<file path="src/rtl/seg7_scan_decoder_if.sv">
// Bus between a seven-segment scan driver and the scan decoder monitor.
// The master drives segment/anode lines; the slave publishes decoded frames.
interface seg7_scan_decoder_if;
  logic [6:0] seg;
  logic [3:0] an;
  logic [4:0] min_l;
  logic [4:0] min_r;
  logic [4:0] sec_l;
  logic [4:0] sec_r;
  logic       frame_valid;
  logic       bad_seg;
  logic       scan_lost;

  modport master (
    output seg, an,
    input  min_l, min_r, sec_l, sec_r, frame_valid, bad_seg, scan_lost
  );

  modport slave (
    input  seg, an,
    output min_l, min_r, sec_l, sec_r, frame_valid, bad_seg, scan_lost
  );
endinterface

</file>
<file path="src/rtl/seg7_scan_decoder.sv">
// Monitors a multiplexed active-low seven-segment display, decodes each settled
// digit slot and publishes coherent four-digit frames; flags bad patterns and stalls.
module seg7_scan_decoder #(
  parameter int unsigned SETTLE  = 16,
  parameter int unsigned TIMEOUT = 2097152
) (
  input  logic                 clk,
  input  logic                 btn_reset,
  seg7_scan_decoder_if.slave   bus
);

  localparam int unsigned SW       = $clog2(SETTLE + 1);
  localparam int unsigned TW       = $clog2(TIMEOUT + 1);
  localparam int unsigned DW       = 5;
  localparam logic [4:0]  CODE_BLANK = 5'd16;
  localparam logic [4:0]  CODE_BAD   = 5'd31;

  logic [6:0]          seg_m_q, seg_s_q;
  logic [3:0]          an_m_q,  an_s_q, an_p_q;
  logic [SW-1:0]       st_cnt_q, st_cnt_d;
  logic [TW-1:0]       to_cnt_q, to_cnt_d;
  logic [3:0]          mask_q, mask_d;
  logic [3:0][DW-1:0]  pend_q, pend_d;
  logic [3:0][DW-1:0]  dig_q, dig_d;
  logic                fv_q, fv_d;
  logic                bad_q, bad_d;
  logic                lost_q, lost_d;

  logic                an_valid;
  logic                capture;
  logic [DW-1:0]       code;

  function automatic logic [4:0] decode(input logic [6:0] s);
    case (s)
      7'b1000000: decode = 5'd0;
      7'b1111001: decode = 5'd1;
      7'b0100100: decode = 5'd2;
      7'b0110000: decode = 5'd3;
      7'b0011001: decode = 5'd4;
      7'b0010010: decode = 5'd5;
      7'b0000010: decode = 5'd6;
      7'b1111000: decode = 5'd7;
      7'b0000000: decode = 5'd8;
      7'b0010000: decode = 5'd9;
      7'b1111111: decode = CODE_BLANK;
      default:    decode = CODE_BAD;
    endcase
  endfunction

  // Next-state: settle counter, slot capture, frame assembly and stall watchdog.
  always_comb begin
    st_cnt_d = st_cnt_q;
    to_cnt_d = to_cnt_q;
    mask_d   = mask_q;
    pend_d   = pend_q;
    dig_d    = dig_q;
    fv_d     = 1'b0;
    bad_d    = bad_q;
    lost_d   = lost_q;

    an_valid = $onehot(~an_s_q);
    code     = decode(seg_s_q);
    capture  = an_valid && (an_s_q == an_p_q) && (st_cnt_q == SW'(SETTLE - 1));

    if (!an_valid || (an_s_q != an_p_q)) begin
      st_cnt_d = '0;
    end else if (st_cnt_q != SW'(SETTLE)) begin
      st_cnt_d = st_cnt_q + SW'(1);
    end

    if (capture) begin
      for (int i = 0; i < 4; i++) begin
        if (!an_s_q[i]) begin
          pend_d[i] = code;
          mask_d[i] = 1'b1;
        end
      end
      if (code == CODE_BAD) begin
        bad_d = 1'b1;
      end
    end

    // A capture always resets the watchdog, so it wins over saturation.
    if (capture) begin
      to_cnt_d = '0;
    end else if (to_cnt_q != TW'(TIMEOUT)) begin
      to_cnt_d = to_cnt_q + TW'(1);
      if (to_cnt_d == TW'(TIMEOUT)) begin
        mask_d = '0;
      end
    end
    lost_d = (to_cnt_d == TW'(TIMEOUT));

    if (mask_d == 4'hF) begin
      dig_d  = pend_d;
      fv_d   = 1'b1;
      mask_d = '0;
    end
  end

  // Synchronizers idle high so reset looks like a blanked, unselected display.
  always_ff @(posedge clk or negedge btn_reset) begin
    if (!btn_reset) begin
      seg_m_q  <= '1;
      seg_s_q  <= '1;
      an_m_q   <= '1;
      an_s_q   <= '1;
      an_p_q   <= '1;
      st_cnt_q <= '0;
      to_cnt_q <= '0;
      mask_q   <= '0;
      pend_q   <= '0;
      dig_q    <= {4{CODE_BLANK}};
      fv_q     <= 1'b0;
      bad_q    <= 1'b0;
      lost_q   <= 1'b0;
    end else begin
      seg_m_q  <= bus.seg;
      seg_s_q  <= seg_m_q;
      an_m_q   <= bus.an;
      an_s_q   <= an_m_q;
      an_p_q   <= an_s_q;
      st_cnt_q <= st_cnt_d;
      to_cnt_q <= to_cnt_d;
      mask_q   <= mask_d;
      pend_q   <= pend_d;
      dig_q    <= dig_d;
      fv_q     <= fv_d;
      bad_q    <= bad_d;
      lost_q   <= lost_d;
    end
  end

  assign bus.min_l       = dig_q[3];
  assign bus.min_r       = dig_q[2];
  assign bus.sec_l       = dig_q[1];
  assign bus.sec_r       = dig_q[0];
  assign bus.frame_valid = fv_q;
  assign bus.bad_seg     = bad_q;
  assign bus.scan_lost   = lost_q;

endmodule

</file>
<file path="src/flat_wrapper.sv">
// flat-port wrapper written by rule: the top's interface ports become plain ports
module seg7_scan_decoder_flat 
#(
  parameter int unsigned SETTLE  = 16,
  parameter int unsigned TIMEOUT = 2097152
)
  (clk, btn_reset, bus_seg, bus_an, bus_min_l, bus_min_r, bus_sec_l, bus_sec_r, bus_frame_valid, bus_bad_seg, bus_scan_lost);
  seg7_scan_decoder_if bus_i ();
  input  logic clk;
  input  logic btn_reset;
  input wire logic [$bits(bus_i.seg)-1:0] bus_seg;
  input wire logic [$bits(bus_i.an)-1:0] bus_an;
  output wire logic [$bits(bus_i.min_l)-1:0] bus_min_l;
  output wire logic [$bits(bus_i.min_r)-1:0] bus_min_r;
  output wire logic [$bits(bus_i.sec_l)-1:0] bus_sec_l;
  output wire logic [$bits(bus_i.sec_r)-1:0] bus_sec_r;
  output wire logic [$bits(bus_i.frame_valid)-1:0] bus_frame_valid;
  output wire logic [$bits(bus_i.bad_seg)-1:0] bus_bad_seg;
  output wire logic [$bits(bus_i.scan_lost)-1:0] bus_scan_lost;
  assign bus_i.seg = bus_seg;
  assign bus_i.an = bus_an;
  assign bus_min_l = bus_i.min_l;
  assign bus_min_r = bus_i.min_r;
  assign bus_sec_l = bus_i.sec_l;
  assign bus_sec_r = bus_i.sec_r;
  assign bus_frame_valid = bus_i.frame_valid;
  assign bus_bad_seg = bus_i.bad_seg;
  assign bus_scan_lost = bus_i.scan_lost;
  seg7_scan_decoder #(.SETTLE(SETTLE), .TIMEOUT(TIMEOUT)) u_core (.clk(clk), .btn_reset(btn_reset), .bus(bus_i));
endmodule
</file>
<file path="config.mk">
export PLATFORM = sky130hd
export DESIGN_NAME = seg7_scan_decoder_flat
export DESIGN_NICKNAME = d
export VERILOG_FILES = /design/src/rtl/seg7_scan_decoder_if.sv /design/src/rtl/seg7_scan_decoder.sv /design/src/flat_wrapper.sv
export SDC_FILE = /design/constraint.sdc
export NUM_CORES = 1
export LEC_CHECK = 0
export ABC_AREA = 0
export CAP_MARGIN = 20
export CELL_PAD_IN_SITES_DETAIL_PLACEMENT = 1
export CELL_PAD_IN_SITES_GLOBAL_PLACEMENT = 2
export CORE_MARGIN = 1
export CORE_UTILIZATION = 25
export CTS_BUF_LIST = sky130_fd_sc_hd__clkbuf_16
export DETAILED_ROUTE_END_ITERATION = 12
export GPL_ROUTABILITY_DRIVEN = 0
export GPL_TIMING_DRIVEN = 1
export HOLD_SLACK_MARGIN = 0.1
export PLACE_DENSITY_LB_ADDON = 0.1
export SLEW_MARGIN = 25
export SYNTH_ARGS = -nofsm -noshare
export SYNTH_HDL_FRONTEND = slang
export SYNTH_SLANG_ARGS = --single-unit
</file>
<file path="constraint.sdc">
create_clock -name clk -period 4.8 [get_ports clk]
set_clock_uncertainty 0.05 [all_clocks]
set_input_delay 0.48 -clock clk [delete_from_list [all_inputs] [get_ports clk]]
set_output_delay 0.48 -clock clk [all_outputs]
set_load 0.005 [all_outputs]
</file>
==> reports/qor.txt, run 1 <==
Post-synth EDFFs: 0
Final #Nets: 445
Critical Path RT: 4.99 ns
RSZ-0062 raised after global routing: false
Syn Nets: 405
Layout cell share with drive strength beyond 1: 26.2%
Count of distinct cell types in the synthesized netlist: 56
HP Class: in2async
Drt first pass iters: 4
CP Class: reg2reg
Slew Limit Fails: 0
Total negative slack: 0 ns
Pin count of the biggest net entering global routing: 66
Hpwl dp: 7560 um
Placed Area: 5290 sq um
Fin area: 5580 sq um
FFs w/ async S/R, synth: 100%
Pwr Density: 299 nW/um^2
Area share of the largest cell type after synthesis: 37.4%
Cts hold-fix bufs: 0
CTS H-Tree Depth: 3
All-Layer GR Usage: 12.4%
Syn. warnings: 0
Final setup fails: 0
Die Ht: 139 um
Max_cap viols: 0
Clock Pin Slew Worst Setup and Hold Paths: 0.08 ns
Core area: 18100 sq um
Io pins: 36
Crit. End Element: register
GRT overflow: 0
CTS Sinks: 100
Crit path from: u_core.an_s_q[2]$_DFF_PN1_
Die X: 139 um
Main synth FF type: dfrtp_1
DR WL/cell: 16.6 um
Power, Total: 1.67 mW
Data arrival time of the worst path: 3.92 ns
First-pass GRT wire length: 18700 um
# resized after CTS: 0
Final hold vios: 0
Die ar.: 19300 sq um
Max Fclk: 268 MHz
Worst slew margin: 43.4%
Min Hold Slack: 0.178 ns
Tmin final: 3.73 ns
CTS tree: done
Layout area overhead: 19.3%
Root Buffer: clkbuf_16
# DRC: 0
Vias in the first global route: 3451
Row count: 49
Most common cell after layout, fill and taps aside: dfrtp_1
1st-iter DRT viols: 96
R2r worst-path depth: 12
Initial antenna violation count: 0
Status: finished, final reports clean
R2R Path Start: u_core.an_s_q[2]$_DFF_PN1_
Flip-flop and latch count after synthesis: 100
Via count: 3039
Number of I/O port buffers: 35
Post-Synthesis Mean Instance Area: 12.2 sq um
Total Wirelength: 10900 um
Most frequent cells in the layout: dfrtp_1, nor2_1, clkdlybuf4s50_1, dfstp_2, mux2_2
Avg Vias per Cell: 4.63
Synth top area cells: dfrtp_1, dfstp_2, mux2_4
Total CTS buffers: 9
Synthesized area: 4680 sq um
Critical Path Fanout Max: 21
Final worst-path cycle share: 77.6%
# diodes: 0
Area leader, netlist: dfrtp_1
Critical Path Start Type: register
IR drop worst, VDD: 0.157 mV
Setup Fix Bufs, Post-CTS: 0
Initial Util: 25.8%
Leak Pwr: 2.47 nW
Final Util: 30.8%
Sequential area share after synthesis: 54.3%
Gate Count Post-Synth: 383
Number of routed nets with antenna violations: 0
Clk Latency, worst-skew pair: 0.35 ns
Longest Clk Path Bufs: 2
Tightest Pin Transition: 0.849 ns
[cell usage after synthesis (all sizes together) (2+ instances only)]
library cell and instances:
a21oi 3, nor3b 3, a32oi 3, nor3 14
clkbuf 5, a311oi 3, inv 14, and3 8
o211ai 2, o21ai 7, nand3 15, xnor2 17
dfrtp 70, nor2 45, and4 4, nor2b 4
mux2i 3, buf 7, and2 4, o22a 2
mux2 41, a41o 2, nor4b 3, nor4 8
ha 8, or3 3, dfstp 30, xor2 13
a31oi 3, nand4 9, nand2 17
[power breakdown]
group	internal [mW]	switching [mW]	total (mW)
Combinational	0.0242	0.0385	0.0627
Clock	0.368	0.364	0.732
Sequential	0.863	0.0117	0.874
Total	1.25	0.415	1.67
[logic make-up after synthesis]
| kind of cell | after synthesis | share of synthesized area (%) |
|---|---|---|
| AND/OR/NAND/NOR | 140 | 17.0 |
| flip-flops | 100 | 54.3 |
| multiplexers | 44 | 12.0 |
| AO/OA/AOI/OAI | 33 | 5.24 |
| XOR/XNOR | 30 | 6.10 |
| buffers and inverters | 27 | 2.73 |
| adder cells (fa/ha/maj) | 9 | 2.57 |
[sequential cells by signal (all words and copies together) (netlist names), 4 cells and up]
register,cells
u_core.to_cnt_q,22
u_core.pend_q,20
u_core.seg_m_q,7
u_core.seg_s_q,7
u_core.bus.min_l,5
u_core.bus.min_r,5
u_core.bus.sec_l,5
u_core.bus.sec_r,5
u_core.st_cnt_q,5
u_core.an_m_q,4
u_core.an_p_q,4
u_core.an_s_q,4
u_core.mask_q,4
[worst paths after layout]
kind | end | slack [ns]
hold reg to reg | u_core.an_s_q[1]$_DFF_PN1_ | 0.31
max in group asynchronous | u_core.an_p_q[3]$_DFF_PN1_ | 3.47
setup reg to reg | u_core.bus.min_r[0]$_DFFE_PN0N_ | 1.07
setup / recovery | u_core.bus.min_r[0]$_DFFE_PN0N_ | 1.07
hold / removal | u_core.st_cnt_q[0]$_DFFE_PN0P_ | 0.18
min in group clk | u_core.an_s_q[1]$_DFF_PN1_ | 0.31
[routing by layer]
metal | vias up | wire, um | GRT usage [%]
met2 | 42 | 5260 | 20.6
met4 | 0 | 178 | 4.27
met3 | 13 | 344 | 3.28
li1 | 1430 | - | -
met1 | 1554 | 5120 | 15.6
met5 | - | 0 | 0
[final cells by class]
cell class	instances	area, sq um
fillers	1989	12600
inverters	15	56.3
well taps	229	287
flip-flops and latches	100	2540
clock inverters	7	70.1
clock buffers	9	225
repair buffers	41	393
multi-input cells	256	2010
[per-stage QoR]
step | worst slack, ns | std cells
floorplan | 1.29 | 383
global placement | 1.12 | 641
detailed placement | 1.06 | 641
CTS | 1.05 | 657
global route | 0.853 | 657
finish | 1.07 | 657
[critical path, stage by stage (launching register included)]
cell,delay [ns]
dfstp_2,0.59
inv_1,0.06
ha_1,0.29
ha_1,0.22
fa_1,0.44
nor3b_2,0.26
nand2_1,0.18
nor4_2,0.20
buf_4,0.23
o22a_1,0.16
nand2_1,0.05
a41o_2,0.48
mux2_4,0.39
Power figures use the tool's default switching activity.
==> run 2, diff against run 1 <==
==> constraint.sdc (replaced) <==
create_clock -name clk -period 3.6 [get_ports clk]
set_clock_uncertainty 0.05 [all_clocks]
set_input_delay 0.36 -clock clk [delete_from_list [all_inputs] [get_ports clk]]
set_output_delay 0.36 -clock clk [all_outputs]
set_load 0.005 [all_outputs]
==> reports/qor.txt, run 2 (same netlist as run 1, synthesis figures left out) <==
Initial antenna violation count: 0 (unchanged)
Avg Vias per Cell: 4.60 (was 4.63)
Filler cells: 1993 (was 1989)
Io pins: 36 (unchanged)
Layout cell share with drive strength beyond 1: 28.3% (was 26.2%)
Crit. End Element: register (unchanged)
CTS Sinks: 100 (unchanged)
HP Class: reg2reg (was in2async)
Critical Path RT: 3.79 ns (was 4.99 ns)
Critical path, cell by cell: inv_1, ha_1, ha_1, fa_1, nor3b_4, nand2_4, nor4_4, o22a_1, nand2_1, a41o_2, mux2_4 (was inv_1, ha_1, ha_1, fa_1, nor3b_2, nand2_1, nor4_2, buf_4, o22a_1, nand2_1, a41o_2, mux2_4)
Drt first pass iters: 4 (unchanged)
Dpl cells: 651 (was 641)
Slew Limit Fails: 0 (unchanged)
Leak Pwr: 2.57 nW (was 2.47 nW)
Hpwl dp: 7560 um (about the same)
Die ar.: 19300 sq um (unchanged)
Via count: 3085 (was 3039)
CTS H-Tree Depth: 3 (unchanged)
Die Ht: 139 um (unchanged)
Pwr Density: 388 nW/um^2 (was 299 nW/um^2)
Top flop regs: u_core.to_cnt_q (22), u_core.pend_q (20) (unchanged)
Max_cap viols: 0 (unchanged)
Layout area overhead: 23.2% (was 19.3%)
1st-iter DRT viols: 107 (was 96)
Slowest CP cell: dfstp_2 (unchanged)
First-pass GRT wire length: 18400 um (was 18700 um)
Vias in the first global route: 3339 (was 3451)
Tightest Pin Transition: 0.750 ns (was 0.849 ns)
Final hold vios: 0 (unchanged)
Met1 Usage GRT: 16.5% (was 15.6%)
Final setup fails: 0 (unchanged)
Cell mode on critical path: ha_1
Met2 Use GR: 19.3% (was 20.6%)
Tmin final: 3.43 ns (was 3.73 ns)
Most frequent cells in the layout: dfrtp_1, nor2_1, clkdlybuf4s50_1, dfstp_2, mux2_2 (unchanged)
CTS tree: done (unchanged)
DR WL/cell: 16.8 um (was 16.6 um)
Data arrival time of the worst path: 3.62 ns (was 3.92 ns)
Root Buffer: clkbuf_16 (unchanged)
Status: finished, final reports clean (unchanged)
GRT overflow: 0 (unchanged)
All-Layer GR Usage: 12.3% (was 12.4%)
Non-filler cells, final: 670 (was 657)
Most common cell after layout, fill and taps aside: dfrtp_1 (unchanged)
# diodes: 0 (unchanged)
Delay-heaviest family, CP: adder cells (unchanged)
Min Hold Slack: 0.307 ns (was 0.178 ns)
IR drop worst, VDD: 0.228 mV (was 0.157 mV)
Gr busiest metal: met2 (unchanged)
Worst slew margin: 50.0% (was 43.4%)
Critical Path Start Type: register (unchanged)
CP Class: reg2reg (unchanged)
Crit path largest cell delay: 0.59 ns (about the same)
Final #Nets: 458 (was 445)
Final worst-path cycle share: 95.1% (was 77.6%)
Row count: 49 (unchanged)
GR Util met3: 3.66% (was 3.28%)
Power, Total: 2.24 mW (was 1.67 mW)
Critical Path Fanout Max: 5 (was 21)
Core area: 18100 sq um (unchanged)
Max reg flops: 22 (unchanged)
Number of I/O port buffers: 35 (unchanged)
Max Fclk: 292 MHz (was 268 MHz)
Pin count of the biggest net entering global routing: 58 (was 66)
Total Wirelength: 11300 um (was 10900 um)
Initial Util: 25.8% (unchanged)
Die X: 139 um (unchanged)
# DRC: 0 (unchanged)
Total CTS buffers: 9 (unchanged)
Clk Latency, worst-skew pair: 0.35 ns (about the same)
Top reg by flops: u_core.to_cnt_q (unchanged)
Clock Pin Slew Worst Setup and Hold Paths: 0.08 ns (about the same)
Longest Clk Path Bufs: 2 (unchanged)
Number of routed nets with antenna violations: 0 (unchanged)
Buf/Inv on CP: 1 (was 2)
run 2: worst reg2reg max path, stage by stage, from the launching register on:
cell     delay (ns)
dfstp_2        0.59
inv_1          0.06
ha_1           0.27
ha_1           0.19
fa_1           0.48
nor3b_4        0.30
nand2_4        0.13
nor4_4         0.18
o22a_1         0.20
nand2_1        0.17
a41o_2         0.38
mux2_4         0.32
run 2: per-stage QoR:
stage | setup slack, ns | setup TNS (ns) | cell area, sq um | util, %
3_5_place_dp | 0.0349 | 0 | 5360 | 29.5
4_1_cts | 0.133 | 0 | 5680 | 31.3
2_1_floorplan | 0.0915 | 0 | 4680 | -
3_3_place_gp | 0.134 | 0 | 5360 | 29.5
6_report | 0.175 | 0 | 5770 | 31.8
5_1_grt | -0.0126 | -0.0685 | 5770 | 31.8
run 2: per-layer routing:
layer  part of all wire (%)  up-vias
met5                      0        -
met4                    1.2        0
met3                    3.0        8
met2                     46       36
met1                     49     1577
li1                       -     1464
run 2: timing repair:
| action | 4_1_cts | 5_1_grt |
|---|---|---|
| buffers inserted | 0 | 0 |
| hold endpoints to repair | 34 | 0 |
| gates cloned | 0 | 2 |
| setup endpoints to repair | 2 | 20 |
| gates resized for setup | 1 | 9 |
| hold buffers | 1 | 0 |
| pin swaps | 0 | 0 |
run 2: area by class of cell:
cell class	count	area, sq um	area share [%]
Clock buffer	9	225	3.91
Clock inverter	7	68.8	1.19
Inverter	15	56.3	0.977
Multi-Input combinational cell	258	2110	36.6
Sequential cell	100	2540	44.1
Tap cell	229	287	4.97
Timing Repair Buffer	52	478	8.29
run 2: path summary, 6_finish.rpt:
check	slack [ns]	to	startpoint	depth (start not counted)
max	0.17	u_core.bus.sec_r[2]$_DFFE_PN0N_	u_core.an_s_q[1]$_DFF_PN1_	11
min	0.31	u_core.an_s_q[1]$_DFF_PN1_	u_core.an_m_q[1]$_DFF_PN1_	0
max reg2reg	0.17	u_core.bus.sec_r[2]$_DFFE_PN0N_	u_core.an_s_q[1]$_DFF_PN1_	11
min reg2reg	0.31	u_core.an_s_q[1]$_DFF_PN1_	u_core.an_m_q[1]$_DFF_PN1_	0
max in group asynchronous	2.09	u_core.bus.min_r[4]$_DFFE_PN1N_	btn_reset	3
min in group asynchronous	0.58	u_core.bus.bad_seg$_DFFE_PN0P_	btn_reset	2
run 2: report_power, final:
part / switching, mW / internal [mW]
combinational: 0.0607 / 0.0396
sequential: 0.0133 / 1.15
clock: 0.486 / 0.491
==> RTL change 1: new RTL, settings of run 2 <==
Reset style: synchronous (`btn_reset`), changed in one clocked block.
--- a/src/rtl/seg7_scan_decoder.sv
+++ b/src/rtl/seg7_scan_decoder.sv
@@ -100,5 +100,5 @@
 
   // Synchronizers idle high so reset looks like a blanked, unselected display.
-  always_ff @(posedge clk or negedge btn_reset) begin
+  always_ff @(posedge clk) begin
     if (!btn_reset) begin
       seg_m_q  <= '1;
Behaviour: same outputs for any inputs over 10 cycles, from zero or initial values and one cycle with btn_reset low; that may be too few to reach the edited logic, so the function may still have changed.
==> RTL change 1 against run 2 <==
  * Via count is 14% higher
  * Total power is 2.9% higher
  * Count of clock-buffer cells in the layout stayed put
  * Wire length is 3.7% higher
  * Final area is 1.3% higher
  * Synthesized area is 0.35% higher
  * Die area is 0.34% higher
  * Sequential cell count stayed put
  * Worst setup slack worse by 0.081 ns
  * Critical path type unchanged
==> RTL change 1: results (changes against run 2) <==
metric,value,unit,change
status,"complete, no violations",,
synth_common_cells,"dfxtp_1, nor2_1, nand2_1",,
drt_iter0_drc,83,,-22%
r2r_start,u_core.an_s_q[1],,
hold_path.class,in2reg,,
wl_met2,5.45,mm,+3.9%
wl_met3,317,um,-5.9%
reg2reg_slack,0.09,ns,-0.08 ns
fin_hold_ws,0.208,ns,-0.0989 ns
nets,559,,+22%
min_from,btn_reset,,
ir_drop,0.207,mV,-9.2%
synth-xor-area-share,5.89,%,-0.21 points
worstRegToRegCells,13,,+2
post-place-cells,748,,+15%
async_flop_share,0,%,-100 points
holdPathEnd,u_core.an_p_q[1],,
fmax,285,MHz,-2.3%
wl_met1,5.72,mm,+2.8%
dpl_cell_area,0.00541,sq mm,+0.84%
synthCells,489,,+28%
grt_pass1_vias,3613,,+8.2%
p_leak,2.38,nW,-7.4%
hpwlAfterDp,8.14,mm,+7.6%
dp_slack,0.100,ns,+0.0653 ns
synth_compound_area_share,7.01,%,+1.8 points
grt_pass1_wl,19.2,mm,+4.4%
fin_cells,771,,+15%
critPathMaxStageDelay,0.54,ns,-0.05 ns
crit_fanout,6,,+1
nFillCells,2059,,+3.3%
syn-num-nets,511,,+26%
whs_path_depth,2,,+2
drt-wirelength-per-cell,15.2,um,-9.9%
worst_slew_pin_slew,0.652,ns,-0.0982 ns
muxShareOfSynthArea,10.4,%,-1.7 points
setup.worst_path.end,u_core.bus.min_r[2],,
synthTopCellsByArea,"dfxtp_1, mux2_4, mux2i_1",,
final_core_util,32.1,%,+0.32 points
cp_slowest_cell,or4_4,,
grt.total_usage,12.7,%,+0.37 points
arrival,3.71,ns,+0.09 ns
RTL change 1: cell count changes after synthesis, sizes merged, moves of 17 or more:
cell,run 2,this run
nand2,17,34
dfstp,30,0
dfxtp,0,100
dfrtp,70,0
mux2,41,21
nand2b,1,28
RTL change 1: power by group:
| part | internal, mW | switching (mW) |
|---|---|---|
| Combinational | 0.0635 | 0.0709 |
| Sequential | 1.12 | 0.0166 |
| Clock | 0.551 | 0.481 |
| Total | 1.74 | 0.569 |
RTL change 1: layout make-up:
type                            instances  share of cell area (%)
Multi-Input combinational cell        341                    43.4
Clock buffer                            9                    3.85
Sequential cell                       100                    34.3
Tap cell                              229                    4.90
Timing Repair Buffer                   67                    10.9
Inverter                               18                    1.16
Clock inverter                          7                    1.46
RTL change 1: cells by family after synthesis:
kind of cell / count (synthesis)
muxes: 40
adders and majority gates: 9
xor gates and xnor gates: 29
DFF: 100
and+or+nand+nor: 218
AOI/OAI and AO/OA: 45
buffers and inverters: 48
RTL change 1: metal layers:
| layer | GRT usage [%] | vias to the layer above |
|---|---|---|
| li1 | - | 1765 |
| met1 | 16.2 | 1708 |
| met2 | 20.8 | 38 |
| met3 | 2.97 | 16 |
| met4 | 4.74 | 0 |
| met5 | 0 | - |
RTL change 1: worst reg2reg max path: stages, from the launching register on:
cell and delay, ns:
dfxtp_2 0.34, inv_2 0.05, ha_4 0.24, ha_4 0.16, fa_1 0.48, nor3b_2 0.25
nand4_4 0.19, buf_6 0.18, nor3_4 0.20, nor2_2 0.07, or4_4 0.54, nand2b_4 0.20
clkbuf_16 0.18, mux2_4 0.29
RTL change 1: repair_timing:
item / CTS / global route
resized for setup: 0 / 14
setup endpoints to repair: 0 / 16
hold buffers: 0 / 0
buffers inserted: 0 / 6
==> RTL change 2: new RTL, flow settings as in run 2 <==
Without the edit above. `TIMEOUT` is set to 2097152 in 2 places; all go to 8388608.
--- a/src/rtl/seg7_scan_decoder.sv
+++ b/src/rtl/seg7_scan_decoder.sv
@@ -3,5 +3,5 @@
 module seg7_scan_decoder #(
   parameter int unsigned SETTLE  = 16,
-  parameter int unsigned TIMEOUT = 2097152
+  parameter int unsigned TIMEOUT = 8388608
 ) (
   input  logic                 clk,
--- a/src/flat_wrapper.sv
+++ b/src/flat_wrapper.sv
@@ -3,5 +3,5 @@
 #(
   parameter int unsigned SETTLE  = 16,
-  parameter int unsigned TIMEOUT = 2097152
+  parameter int unsigned TIMEOUT = 8388608
 )
   (clk, btn_reset, bus_seg, bus_an, bus_min_l, bus_min_r, bus_sec_l, bus_sec_r, bus_frame_valid, bus_bad_seg, bus_scan_lost);
Formal check against the unedited RTL: no difference found for any inputs over 10 cycles, from zero or initial values and one cycle with btn_reset low; that may be too few to reach the edited logic, so the function may still have changed.
==> RTL change 2 against run 2 <==
  * The run now ends with setup timing left
  * Final area is 5.9% higher
  * Worst setup slack worse by 0.18 ns
  * Synthesized area grew 3.3%
  * Highest routed layer unchanged
  * Sequential cell count increased by 2
  * Largest power group unchanged
  * Total power rose by 3.3%
  * Hold slack got worse by 0.00073 ns
  * Wire length grew 1.0%
  * Utilization rose by 0.67 points
  * Critical path depth increased by 2
==> RTL change 2: results (changes against run 2) <==
metric,value,unit,change
status,"complete, but fails checks",,
violations,setup timing,,
grt_pass1_wl,19.6,mm,+6.5%
ys_seq_area_share,53.6,%,-0.72 points
drt-wirelength-per-cell,15.6,um,-7.3%
synth-xor-area-share,7.07,%,+0.97 points
worst_slew_pin_slew,0.699,ns,-0.0517 ns
multi_input_gates,267,,+3.5%
drt_iter0_drc,148,,+38%
synth_compound_area_share,6.60,%,+1.4 points
wl_met2,5.19,mm,-0.92%
synth_common_cells,"dfrtp_1, nor2_1, dfstp_2",,
setup_viol,8,,+8
wl_met3,321,um,-4.7%
grt_util_met2,19.6,%,+0.30 points
synth-adder-area-share,2.74,%,+0.18 points
seqCellArea,0.00259,sq mm,+2.0%
post_cts.repair.setup_buffers,3,,+3
post-place-cells,705,,+8.3%
inv_count,12,,-3
nets,488,,+6.6%
syn-num-nets,430,,+6.2%
drive_gt1_share,31.1,%,+2.7 points
grtUsageMet1,17.9,%,+1.4 points
pg_clk,1.03,mW,+6%
final-nonclk-buf-share,11.2,%,+2.9 points
muxShareOfSynthArea,9.83,%,-2.2 points
fin_cells,730,,+9.0%
critPathTopFamily,simple AND/OR/NAND/NOR gates,,
p_leak,2.56,nW,-0.36%
cts-resized-gates,9,,+8
multi_input_area,0.00215,sq mm,+1.8%
grtUsageMet3,3.23,%,-0.43 points
final.setup.tns,-0.0339,ns,-0.0339 ns
dp_slack,-0.0662,ns,-0.101 ns
nFillCells,2032,,+2.0%
seqPwrFrac,51.2,%,-0.7 points
hpwlAfterDp,7.87,mm,+4.0%
num-nonclk-buffers,73,,+40%
grt_max_degree,74,,+28%
final_core_util,32.4,%,+0.67 points
synthTopCellsByArea,"dfrtp_1, dfstp_2, mux2_4",,
worst_slack,-0.00790,ns,-0.183 ns
viasPerCell,4.45,,-3.5%
arrival,3.79,ns,+0.17 ns
clock_area_share,5.18,%,+0.082 points
ir_drop,0.195,mV,-14%
grt.total_usage,12.8,%,+0.49 points
synthCells,407,,+6.3%
critPathMaxStageDelay,0.54,ns,-0.05 ns
wl_met1,5.77,mm,+3.6%
## RTL change 2: worst register-to-register path: stages (launching register included)
cell	delay [ns]
dfstp_2	0.54
inv_2	0.05
ha_4	0.23
ha_4	0.15
fa_1	0.44
or3b_4	0.39
nor4_4	0.28
a41oi_2	0.20
nor3_2	0.23
o21a_1	0.16
a21boi_4	0.19
buf_4	0.14
buf_12	0.14
mux2_4	0.31
## RTL change 2: worst paths after layout
path                                  endpoint  slack (ns)              start  cells past startpoint
min in group asynchronous   u_core.st_cnt_q[1]        0.53          btn_reset                      2
max reg2reg                u_core.bus.min_l[1]      -0.008   u_core.an_s_q[3]                     13
max                        u_core.bus.min_l[1]      -0.008   u_core.an_s_q[3]                     13
min                          u_core.seg_s_q[1]        0.31  u_core.seg_m_q[1]                      0
max in group asynchronous    u_core.seg_s_q[4]        2.20          btn_reset                      3
min reg2reg                  u_core.seg_s_q[1]        0.31  u_core.seg_m_q[1]                      0
